File: src/rtl/hamming_decoder_pipe_pkg.sv
// Shared types and elaboration-time helpers for the pipelined Hamming decoder.
// Optional feature macro: HAMMING_SECDED_EN (adds an overall parity bit to the codeword).
package hamming_pkg;

    // Widest syndrome the status struct can carry (covers DATA_W up to 247).
    localparam int MAX_PAR_W = 8;

    // Decoder status delivered alongside every output word.
    typedef struct packed {
        logic                 err_corr;
        logic                 err_uncorr;
        logic [MAX_PAR_W-1:0] err_pos;
    } dec_status_t;

    // True when x is a power of two (these positions hold parity bits).
    function automatic bit is_pow2(input int x);
        return (x > 0) && ((x & (x - 1)) == 0);
    endfunction

    // Smallest p with 2^p >= data_w + p + 1.
    function automatic int par_w(input int data_w);
        int p;
        p = 1;
        while ((1 << p) < (data_w + p + 1)) p++;
        return p;
    endfunction

    // Total codeword width, including the overall parity bit when SECDED is built in.
    function automatic int cw_w(input int data_w);
`ifdef HAMMING_SECDED_EN
        return data_w + par_w(data_w) + 1;
`else
        return data_w + par_w(data_w);
`endif
    endfunction

    // Codeword index (0-based) of payload bit idx: idx-th non-power-of-two position.
    function automatic int data_pos(input int idx);
        int cnt;
        int res;
        bit found;
        cnt   = 0;
        res   = 0;
        found = 1'b0;
        for (int pos = 1; pos <= idx + MAX_PAR_W + 2; pos++) begin
            if (!found && !is_pow2(pos)) begin
                if (cnt == idx) begin
                    res   = pos - 1;
                    found = 1'b1;
                end
                cnt++;
            end
        end
        return res;
    endfunction

endpackage

File: src/rtl/hamming_decoder_pipe_if.sv
// Word-in / word-out bus of the Hamming decoder.
// Optional feature macro: HAMMING_SECDED_EN (widens Entrada by one bit).
//
// Handshake: a word moves across an edge exactly when valid and ready are both
// high at that edge. A source holding valid keeps its payload stable until the
// transfer; ready may be combinational from downstream state; valid never
// depends on ready.
interface hamming_decoder_pipe_if
    import hamming_pkg::*;
#(
    parameter int DATA_W = 4
);
    localparam int PAR_W = par_w(DATA_W);
    localparam int CW_W  = cw_w(DATA_W);

    logic [CW_W-1:0]   Entrada;
    logic              Controle;
    logic              in_valid;
    logic              in_ready;
    logic [DATA_W-1:0] Saida;
    logic              out_valid;
    logic              out_ready;
    logic              err_corr;
    logic              err_uncorr;
    logic [PAR_W-1:0]  err_pos;

    // Environment side: supplies codewords, consumes decoded words.
    modport master (
        output Entrada, Controle, in_valid, out_ready,
        input  in_ready, Saida, out_valid, err_corr, err_uncorr, err_pos
    );

    // Decoder side.
    modport slave (
        input  Entrada, Controle, in_valid, out_ready,
        output in_ready, Saida, out_valid, err_corr, err_uncorr, err_pos
    );
endinterface

File: src/rtl/hamming_decoder_pipe_syndrome.sv
// Combinational syndrome and overall-parity check of one codeword.
// Optional feature macro: HAMMING_SECDED_EN (enables the overall parity check).
module hamming_syndrome
    import hamming_pkg::*;
#(
    parameter int DATA_W = 4
) (
    input  logic [cw_w(DATA_W)-1:0]  cw,
    input  logic                     ctrl,
    output logic [par_w(DATA_W)-1:0] syn,
    output logic                     overall_fail
);
    localparam int PAR_W = par_w(DATA_W);
    localparam int HW_W  = DATA_W + PAR_W;

    // Check k xors every position with bit k set; odd polarity inverts each expectation.
    always_comb begin
        syn = '0;
        for (int k = 0; k < PAR_W; k++) begin
            for (int i = 0; i < HW_W; i++) begin
                if ((((i + 1) >> k) & 1) != 0) syn[k] = syn[k] ^ cw[i];
            end
            syn[k] = syn[k] ^ ctrl;
        end
    end

`ifdef HAMMING_SECDED_EN
    // Top bit makes the whole word even (ctrl=0) or odd (ctrl=1).
    assign overall_fail = (^cw) ^ ctrl;
`else
    assign overall_fail = 1'b0;
`endif
endmodule

File: src/rtl/hamming_decoder_pipe.sv
// Two-stage valid/ready Hamming decoder with single-error correction and
// saturating error counters. Stage 1 holds syndrome + raw payload, stage 2
// holds the corrected payload and status.
// Optional feature macro: HAMMING_SECDED_EN (overall parity bit, double-error detection).
module hamming_decoder_pipe
    import hamming_pkg::*;
#(
    parameter int DATA_W = 4,
    parameter int CNT_W  = 8
) (
    input  logic                  clk,
    input  logic                  Reset,
    hamming_decoder_pipe_if.slave bus,
    input  logic                  clr_cnt,
    output logic [CNT_W-1:0]      corr_cnt,
    output logic [CNT_W-1:0]      uncorr_cnt
);
    localparam int PAR_W = par_w(DATA_W);
    localparam int HW_W  = DATA_W + PAR_W;

    logic [PAR_W-1:0]  syn;
    logic              of_fail;
    logic [DATA_W-1:0] raw_data;

    logic              v1;
    logic [PAR_W-1:0]  s1_syn;
    logic [DATA_W-1:0] s1_data;
    logic              s1_of;

    logic              v2;
    logic [DATA_W-1:0] s2_data;
    dec_status_t       s2_st;

    logic              adv1;
    logic              adv2;
    logic              out_hs;
    logic              in_range;
    logic              flip_en;
    logic [DATA_W-1:0] corr_data;
    dec_status_t       nxt_st;

    hamming_syndrome #(.DATA_W(DATA_W)) u_syn (
        .cw           (bus.Entrada),
        .ctrl         (bus.Controle),
        .syn          (syn),
        .overall_fail (of_fail)
    );

    // A stage advances when empty or when the stage after it empties this cycle.
    assign adv2          = !v2 || bus.out_ready;
    assign adv1          = !v1 || adv2;
    assign out_hs        = v2 && bus.out_ready;
    assign bus.in_ready  = adv1 && !Reset;
    assign bus.out_valid = v2;
    assign bus.Saida     = s2_data;
    assign bus.err_corr   = s2_st.err_corr;
    assign bus.err_uncorr = s2_st.err_uncorr;
    assign bus.err_pos    = s2_st.err_pos[PAR_W-1:0];

    // Payload extraction and conditional bit flip, one slice per payload bit.
    for (genvar j = 0; j < DATA_W; j++) begin : g_bits
        localparam int               DP      = data_pos(j);
        localparam logic [PAR_W-1:0] SYN_HIT = PAR_W'(DP + 1);
        assign raw_data[j]  = bus.Entrada[DP];
        assign corr_data[j] = s1_data[j] ^ (flip_en && (s1_syn == SYN_HIT));
    end

    // Stage 1: capture syndrome, raw payload and overall-parity result.
    always_ff @(posedge clk or posedge Reset) begin
        if (Reset) begin
            v1      <= 1'b0;
            s1_syn  <= '0;
            s1_data <= '0;
            s1_of   <= 1'b0;
        end else if (adv1) begin
            v1 <= bus.in_valid;
            if (bus.in_valid) begin
                s1_syn  <= syn;
                s1_data <= raw_data;
                s1_of   <= of_fail;
            end
        end
    end

    // Classify the stage-1 word and decide whether a bit gets flipped.
    always_comb begin
        flip_en  = 1'b0;
        nxt_st   = '0;
        in_range = (s1_syn != '0) && (int'({1'b0, s1_syn}) <= HW_W);
`ifdef HAMMING_SECDED_EN
        if (s1_syn == '0) begin
            // Only the overall bit can be wrong here; payload is clean.
            nxt_st.err_corr = s1_of;
        end else if (!s1_of) begin
            // Non-zero syndrome with good overall parity: two bits flipped.
            nxt_st.err_uncorr = 1'b1;
        end else if (in_range) begin
            flip_en         = 1'b1;
            nxt_st.err_corr = 1'b1;
            nxt_st.err_pos  = MAX_PAR_W'(s1_syn);
        end else begin
            nxt_st.err_uncorr = 1'b1;
        end
`else
        if (in_range) begin
            flip_en         = 1'b1;
            nxt_st.err_corr = 1'b1;
            nxt_st.err_pos  = MAX_PAR_W'(s1_syn);
        end else if (s1_syn != '0) begin
            // Syndrome points past the end of a shortened code.
            nxt_st.err_uncorr = 1'b1;
        end
`endif
    end

    // Stage 2: register corrected payload and status; held while stalled.
    always_ff @(posedge clk or posedge Reset) begin
        if (Reset) begin
            v2      <= 1'b0;
            s2_data <= '0;
            s2_st   <= '0;
        end else if (adv2) begin
            v2 <= v1;
            if (v1) begin
                s2_data <= corr_data;
                s2_st   <= nxt_st;
            end
        end
    end

    // Corrected-word counter: counts delivered words, saturates, clear has priority.
    always_ff @(posedge clk or posedge Reset) begin
        if (Reset) begin
            corr_cnt <= '0;
        end else if (clr_cnt) begin
            corr_cnt <= '0;
        end else if (out_hs && s2_st.err_corr && (corr_cnt != '1)) begin
            corr_cnt <= corr_cnt + CNT_W'(1);
        end
    end

    // Uncorrectable-word counter, same rules as above.
    always_ff @(posedge clk or posedge Reset) begin
        if (Reset) begin
            uncorr_cnt <= '0;
        end else if (clr_cnt) begin
            uncorr_cnt <= '0;
        end else if (out_hs && s2_st.err_uncorr && (uncorr_cnt != '1)) begin
            uncorr_cnt <= uncorr_cnt + CNT_W'(1);
        end
    end

    // Upper err_pos bits of the shared status type are never driven non-zero.
    logic unused_bits;
    if (PAR_W < MAX_PAR_W) begin : g_unused
        assign unused_bits = ^{s2_st.err_pos[MAX_PAR_W-1:PAR_W], s1_of};
    end else begin : g_unused_full
        assign unused_bits = s1_of;
    end
endmodule

File: src/flat_wrapper.sv
// flat-port wrapper written by rule: the top's interface ports become plain ports
module hamming_decoder_pipe_flat import hamming_pkg::*;
#(
    parameter int DATA_W = 4,
    parameter int CNT_W  = 8
)
  (clk, Reset, clr_cnt, corr_cnt, uncorr_cnt, bus_Entrada, bus_Controle, bus_in_valid, bus_out_ready, bus_in_ready, bus_Saida, bus_out_valid, bus_err_corr, bus_err_uncorr, bus_err_pos);
  hamming_decoder_pipe_if #(.DATA_W(DATA_W)) bus_i ();
  input  logic clk;
  input  logic Reset;
  input  logic clr_cnt;
  output logic [CNT_W-1:0] corr_cnt;
  output logic [CNT_W-1:0] uncorr_cnt;
  input wire logic [$bits(bus_i.Entrada)-1:0] bus_Entrada;
  input wire logic [$bits(bus_i.Controle)-1:0] bus_Controle;
  input wire logic [$bits(bus_i.in_valid)-1:0] bus_in_valid;
  input wire logic [$bits(bus_i.out_ready)-1:0] bus_out_ready;
  output wire logic [$bits(bus_i.in_ready)-1:0] bus_in_ready;
  output wire logic [$bits(bus_i.Saida)-1:0] bus_Saida;
  output wire logic [$bits(bus_i.out_valid)-1:0] bus_out_valid;
  output wire logic [$bits(bus_i.err_corr)-1:0] bus_err_corr;
  output wire logic [$bits(bus_i.err_uncorr)-1:0] bus_err_uncorr;
  output wire logic [$bits(bus_i.err_pos)-1:0] bus_err_pos;
  assign bus_i.Entrada = bus_Entrada;
  assign bus_i.Controle = bus_Controle;
  assign bus_i.in_valid = bus_in_valid;
  assign bus_i.out_ready = bus_out_ready;
  assign bus_in_ready = bus_i.in_ready;
  assign bus_Saida = bus_i.Saida;
  assign bus_out_valid = bus_i.out_valid;
  assign bus_err_corr = bus_i.err_corr;
  assign bus_err_uncorr = bus_i.err_uncorr;
  assign bus_err_pos = bus_i.err_pos;
  hamming_decoder_pipe #(.DATA_W(DATA_W), .CNT_W(CNT_W)) u_core (.clk(clk), .Reset(Reset), .bus(bus_i), .clr_cnt(clr_cnt), .corr_cnt(corr_cnt), .uncorr_cnt(uncorr_cnt));
endmodule
File: config.mk
export PLATFORM = sky130hd
export DESIGN_NAME = hamming_decoder_pipe_flat
export DESIGN_NICKNAME = d
export VERILOG_FILES = /design/src/rtl/hamming_decoder_pipe_pkg.sv /design/src/rtl/hamming_decoder_pipe_if.sv /design/src/rtl/hamming_decoder_pipe_syndrome.sv /design/src/rtl/hamming_decoder_pipe.sv /design/src/flat_wrapper.sv
export SDC_FILE = /design/constraint.sdc
export NUM_CORES = 1
export LEC_CHECK = 0
export ABC_AREA = 0
export BUFFER_PORTS_ARGS = -buffer_cell sky130_fd_sc_hd__buf_2
export CAP_MARGIN = 10
export CORE_ASPECT_RATIO = 1.1
export CORE_MARGIN = 3
export CORE_UTILIZATION = 52
export CTS_BUF_LIST = sky130_fd_sc_hd__clkbuf_4 sky130_fd_sc_hd__clkbuf_8 sky130_fd_sc_hd__clkbuf_16
export DETAILED_ROUTE_END_ITERATION = 16
export PLACE_DENSITY = 0.87
export SLEW_MARGIN = 20
export SYNTH_ARGS = -nofsm -noshare
export SYNTH_HDL_FRONTEND = slang
export SYNTH_SLANG_ARGS = --single-unit
File: constraint.sdc
create_clock -name clk -period 3.7 [get_ports clk]
set_input_delay 0.74 -clock clk [delete_from_list [all_inputs] [get_ports clk]]
set_output_delay 0.74 -clock clk [all_outputs]
set_load 0.01 [all_outputs]
* Yosys cells after proc, flatten, opt, wreduce, memory -nomap -nowiden
Cells that the tools add are included.
Operators by class: add/subtract/negate cells 1, multipliers 0, divide/modulo/power cells 0, $lt $le $gt $ge 0, equality and inequality tests 5, shifts and indexed selects 0, mux-type cells 5, bitwise logic cells 16, reductions and logical operators 17
Operators with widths (number):
- $mux 8 | 3
- $xor 1x1->1 | 16
- $eq 3x3->1 const B | 3
- $add 8x1->8 const B | 1
- $logic_and 1x1->1 | 8
- $ne 8x8->1 const B | 1
- $reduce_and 2->1 | 2
- $eq 3x2->1 const B | 1
- $logic_not 1->1 | 3
- $mux 3 | 1
- $reduce_bool 3->1 | 1
- $logic_or 1x1->1 | 2
- $reduce_bool 2->1 | 1
- $mux 1 | 1
Storage, ports and cells: register bits 33, bits in latches 0, RAM bits 0, bits in read-only memories 0, input port bits 13, output and inout port bits 27, logic and storage cells 53, memories kept 0

* Logic depth before layout (Yosys ltp)
depth after elaboration 5, mapped depth 5, mapped depth without buffers 5

* Cells and area by module
A second synthesis with hierarchy kept.
Unflattened totals: cell total of the unflattened synthesis 118, area, all modules 1341.3 um^2
By module, submodules not included:
- hamming_decoder_pipe | instances 1, cells each 109, area an instance 1219.9 um^2, sequential area each 625.6 um^2
- hamming_syndrome | instances 1, cells each 9, area an instance 121.4 um^2, sequential area each 0.0 um^2

* Worst setup path after synthesis
Ideal clock, no wire load.
path kind input to output, from input port bus_out_ready, to output port bus_in_ready, arrival 1.004 ns, data required time 2.960 ns, setup slack 1.956 ns, stages 2, path buffers 0, cells stage by stage nor2b_1 a21oi_1
Between the ends: cells in the longest elaborated chain, start to end 3
RTL lines:
- start: declaration | RTL line flat_wrapper.sv:17 | input wire logic [$bits(bus_i.out_ready)-1:0] bus_out_ready;
- $logic_or 1x1->1 | RTL line hamming_decoder_pipe.sv:50 | assign adv2 = !v2 || bus.out_ready;
- $logic_or 1x1->1 | RTL line hamming_decoder_pipe.sv:51 | assign adv1 = !v1 || adv2;
- $logic_and 1x1->1 | RTL line hamming_decoder_pipe.sv:53 | assign bus.in_ready = adv1 && !Reset;
- end: declaration | RTL line flat_wrapper.sv:18 | output wire logic [$bits(bus_i.in_ready)-1:0] bus_in_ready;
Every way passes these cells.

* Worst setup path in the final report
Ends and elaborated chain as after synthesis.

==> metrics.txt <==
outcome=finished clean; commonest cells after routing, fill and taps aside=buf_2, dfrtp_1, nand2_1; Hold Fails Final Rpt=0; clock root buffer=clkbuf_4; drt via density=5.13; fillers=205; # port buffers=30; pin count of the biggest net entering global routing=26; Antenna Cells=0; setup TNS=0 ns; hold_buf cts=0; #FFs+latches synth=25; CP Max Fanout=4; via count=959; register area=626 um2; endpoint type of the worst setup path=output pin; Boundary Pins=40; Mapped Area=0.00128 mm2; Die Wd=53.3 um; Pwr Total=644 uW; CTS Buffer Depth=2; commonest non-fill, non-tap cell in the layout=buf_2; maximum vdd drop=284 uV; RSZ-0062 raised after global routing=no; std cell rows=18; Pwr Density=443 mW/mm2; clk_skew=0.00638 ns; critical path startpoint=bus_out_ready; first-pass GRT wire length=3.57 mm; pin slew with the least headroom to its limit=0.885 ns; worst path required time=2.96 ns; die span in y=58.0 um; Pre-Repair DR Iteration Count=4; fmax=510 MHz; vias in the first global route=887; Yosys warnings=0; CP arrival=1.22 ns; Sink Count=25; Slew Viols, Final=0; area occupied by multi-input gates=598 um2; Syn-to-layout area delta=13.5%; GP Congestion=0.764; DRT iter0 DRCs=13; GRT Util Overall=15.7%; CTS buffer count=3; fin nets=172; worst-skew pair later-pin latency=0.31 ns; syn avg cell area=10.2 um2; Routed wire per std cell=12.0 um; Setup violations, final=0; Routed WL=2.24 mm; critical path startpoint category=input pin; CTS tree=yes; layout cells sized above 1=28.0%; Synth cell types=29; # resized after CTS=0; # DRC=0; Initial Utilization=55.7%; Final Util=63.2%; worst r2r src=u_core.corr_cnt[0]; post-CTS setup buffers=0; final worst path period share=53.0%; post-route ant nets=0; initial antenna violation count=0; # H-tree levels=1; Worst Hold Class=flip-flop to flip-flop; Reg clk slew, reported paths=0.12 ns; worst setup path class=input pin to output pin; register area share after synthesis=48.9%; GRT overflow=0; leakage=0.708 nW; fin crit period=1.96 ns; maxcap violations=0; Slew Limit Headroom=40.9%; post-synthesis instance total=126; hold wc startpoint=u_core.bus.Saida[1]; core area=0.00230 mm2; Final HPWL DP=1.77 mm; Die Footprint=0.00309 mm2
-- metal layers --
layer	GRT usage, %	vias to the layer above	wire (um)	share of wire [%]
li1	-	467	-	-
met1	16.2	453	904	40
met2	30.1	34	1170	52
met3	1.54	5	129	5.8
met4	7.66	0	39	1.7
met5	0	-	0	0
-- logic make-up after synthesis --
logic type                 count (synthesis)  synth area share, %
other                                      1                0.293
DFF                                       25                 48.9
muxes                                     11                 9.29
and+or+nand+nor                           41                 15.0
adders and majority gates                  1                0.977
AOI/OAI and AO/OA                         17                 7.92
xor gates and xnor gates                  16                 10.9
buffers and inverters                     14                 6.74
-- worst paths after layout --
kind	endpoint	slack, ns	cells past startpoint
worst max-delay path	bus_in_ready	1.74	4
worst min-delay path	u_core.bus.Saida[1]	0.50	2
worst max register to register	u_core.corr_cnt[1]	2.14	5
worst min register to register	u_core.bus.Saida[1]	0.50	2
max in group asynchronous	u_core.bus.Saida[2]	2.55	2
min in group asynchronous	u_core.bus.err_pos[1]	0.60	2
-- Yosys cell counts (all sizes together) --
cell     n  area (um2)
a21o     1        7.51
a21oi    1        5.00
a311oi   1        8.76
a31oi    1        6.26
and3     2        12.5
buf     10        71.3
clkbuf   1        3.75
conb     1        3.75
dfrtp   25         626
ha       1        12.5
inv      3        11.3
mux2     7        78.8
mux2i    4        40.0
nand2   16        60.1
nand2b   2        12.5
nand3    4        20.0
nand4    2        18.8
nor2    11        41.3
nor2b    1        6.26
nor3     3        20.0
o211ai   2        15.0
o21ai   11        58.8
xnor2   11        96.3
xor2     5        43.8
-- state kept, by name (all words and copies together), names as in the netlist --
name and flops:
u_core.bus.out_valid 1, u_core.s1_data 4, u_core.v1 1, u_core.bus.err_corr 1, u_core.corr_cnt 8, u_core.bus.Saida 4
u_core.bus.err_pos 3, u_core.s1_syn 3
-- per-stage QoR --
step / setup slack (ns) / hold slack, ns / cells / instance area [um2]
global placement: 1.75 / 0.470 / 183 / 1420
detailed placement: 1.73 / 0.479 / 183 / 1420
finish: 1.74 / 0.497 / 187 / 1450
CTS: 1.73 / 0.508 / 187 / 1450
floorplan: 1.96 / 0.494 / 134 / 1310
global route: 1.70 / 0.528 / 187 / 1450
-- worst max-delay path, stage by stage --
cell and delay (ns):
buf_2 0.12, nor2b_1 0.15, a21oi_1 0.08, buf_2 0.14
-- report_power, final --
| part | switching [mW] | internal [mW] |
|---|---|---|
| logic | 0.0834 | 0.0773 |
| registers | 0.0407 | 0.320 |
| clock network | 0.0731 | 0.0495 |
| total | 0.197 | 0.446 |
-- final cells by class --
type | instances | area share [%]
inverters | 3 | 0.775
repair buffers | 30 | 10.3
well taps | 30 | 2.58
multi-input cells | 95 | 41.2
flip-flops and latches | 25 | 43.1
clock buffers | 4 | 2.07
Power figures use the tool's default switching activity.
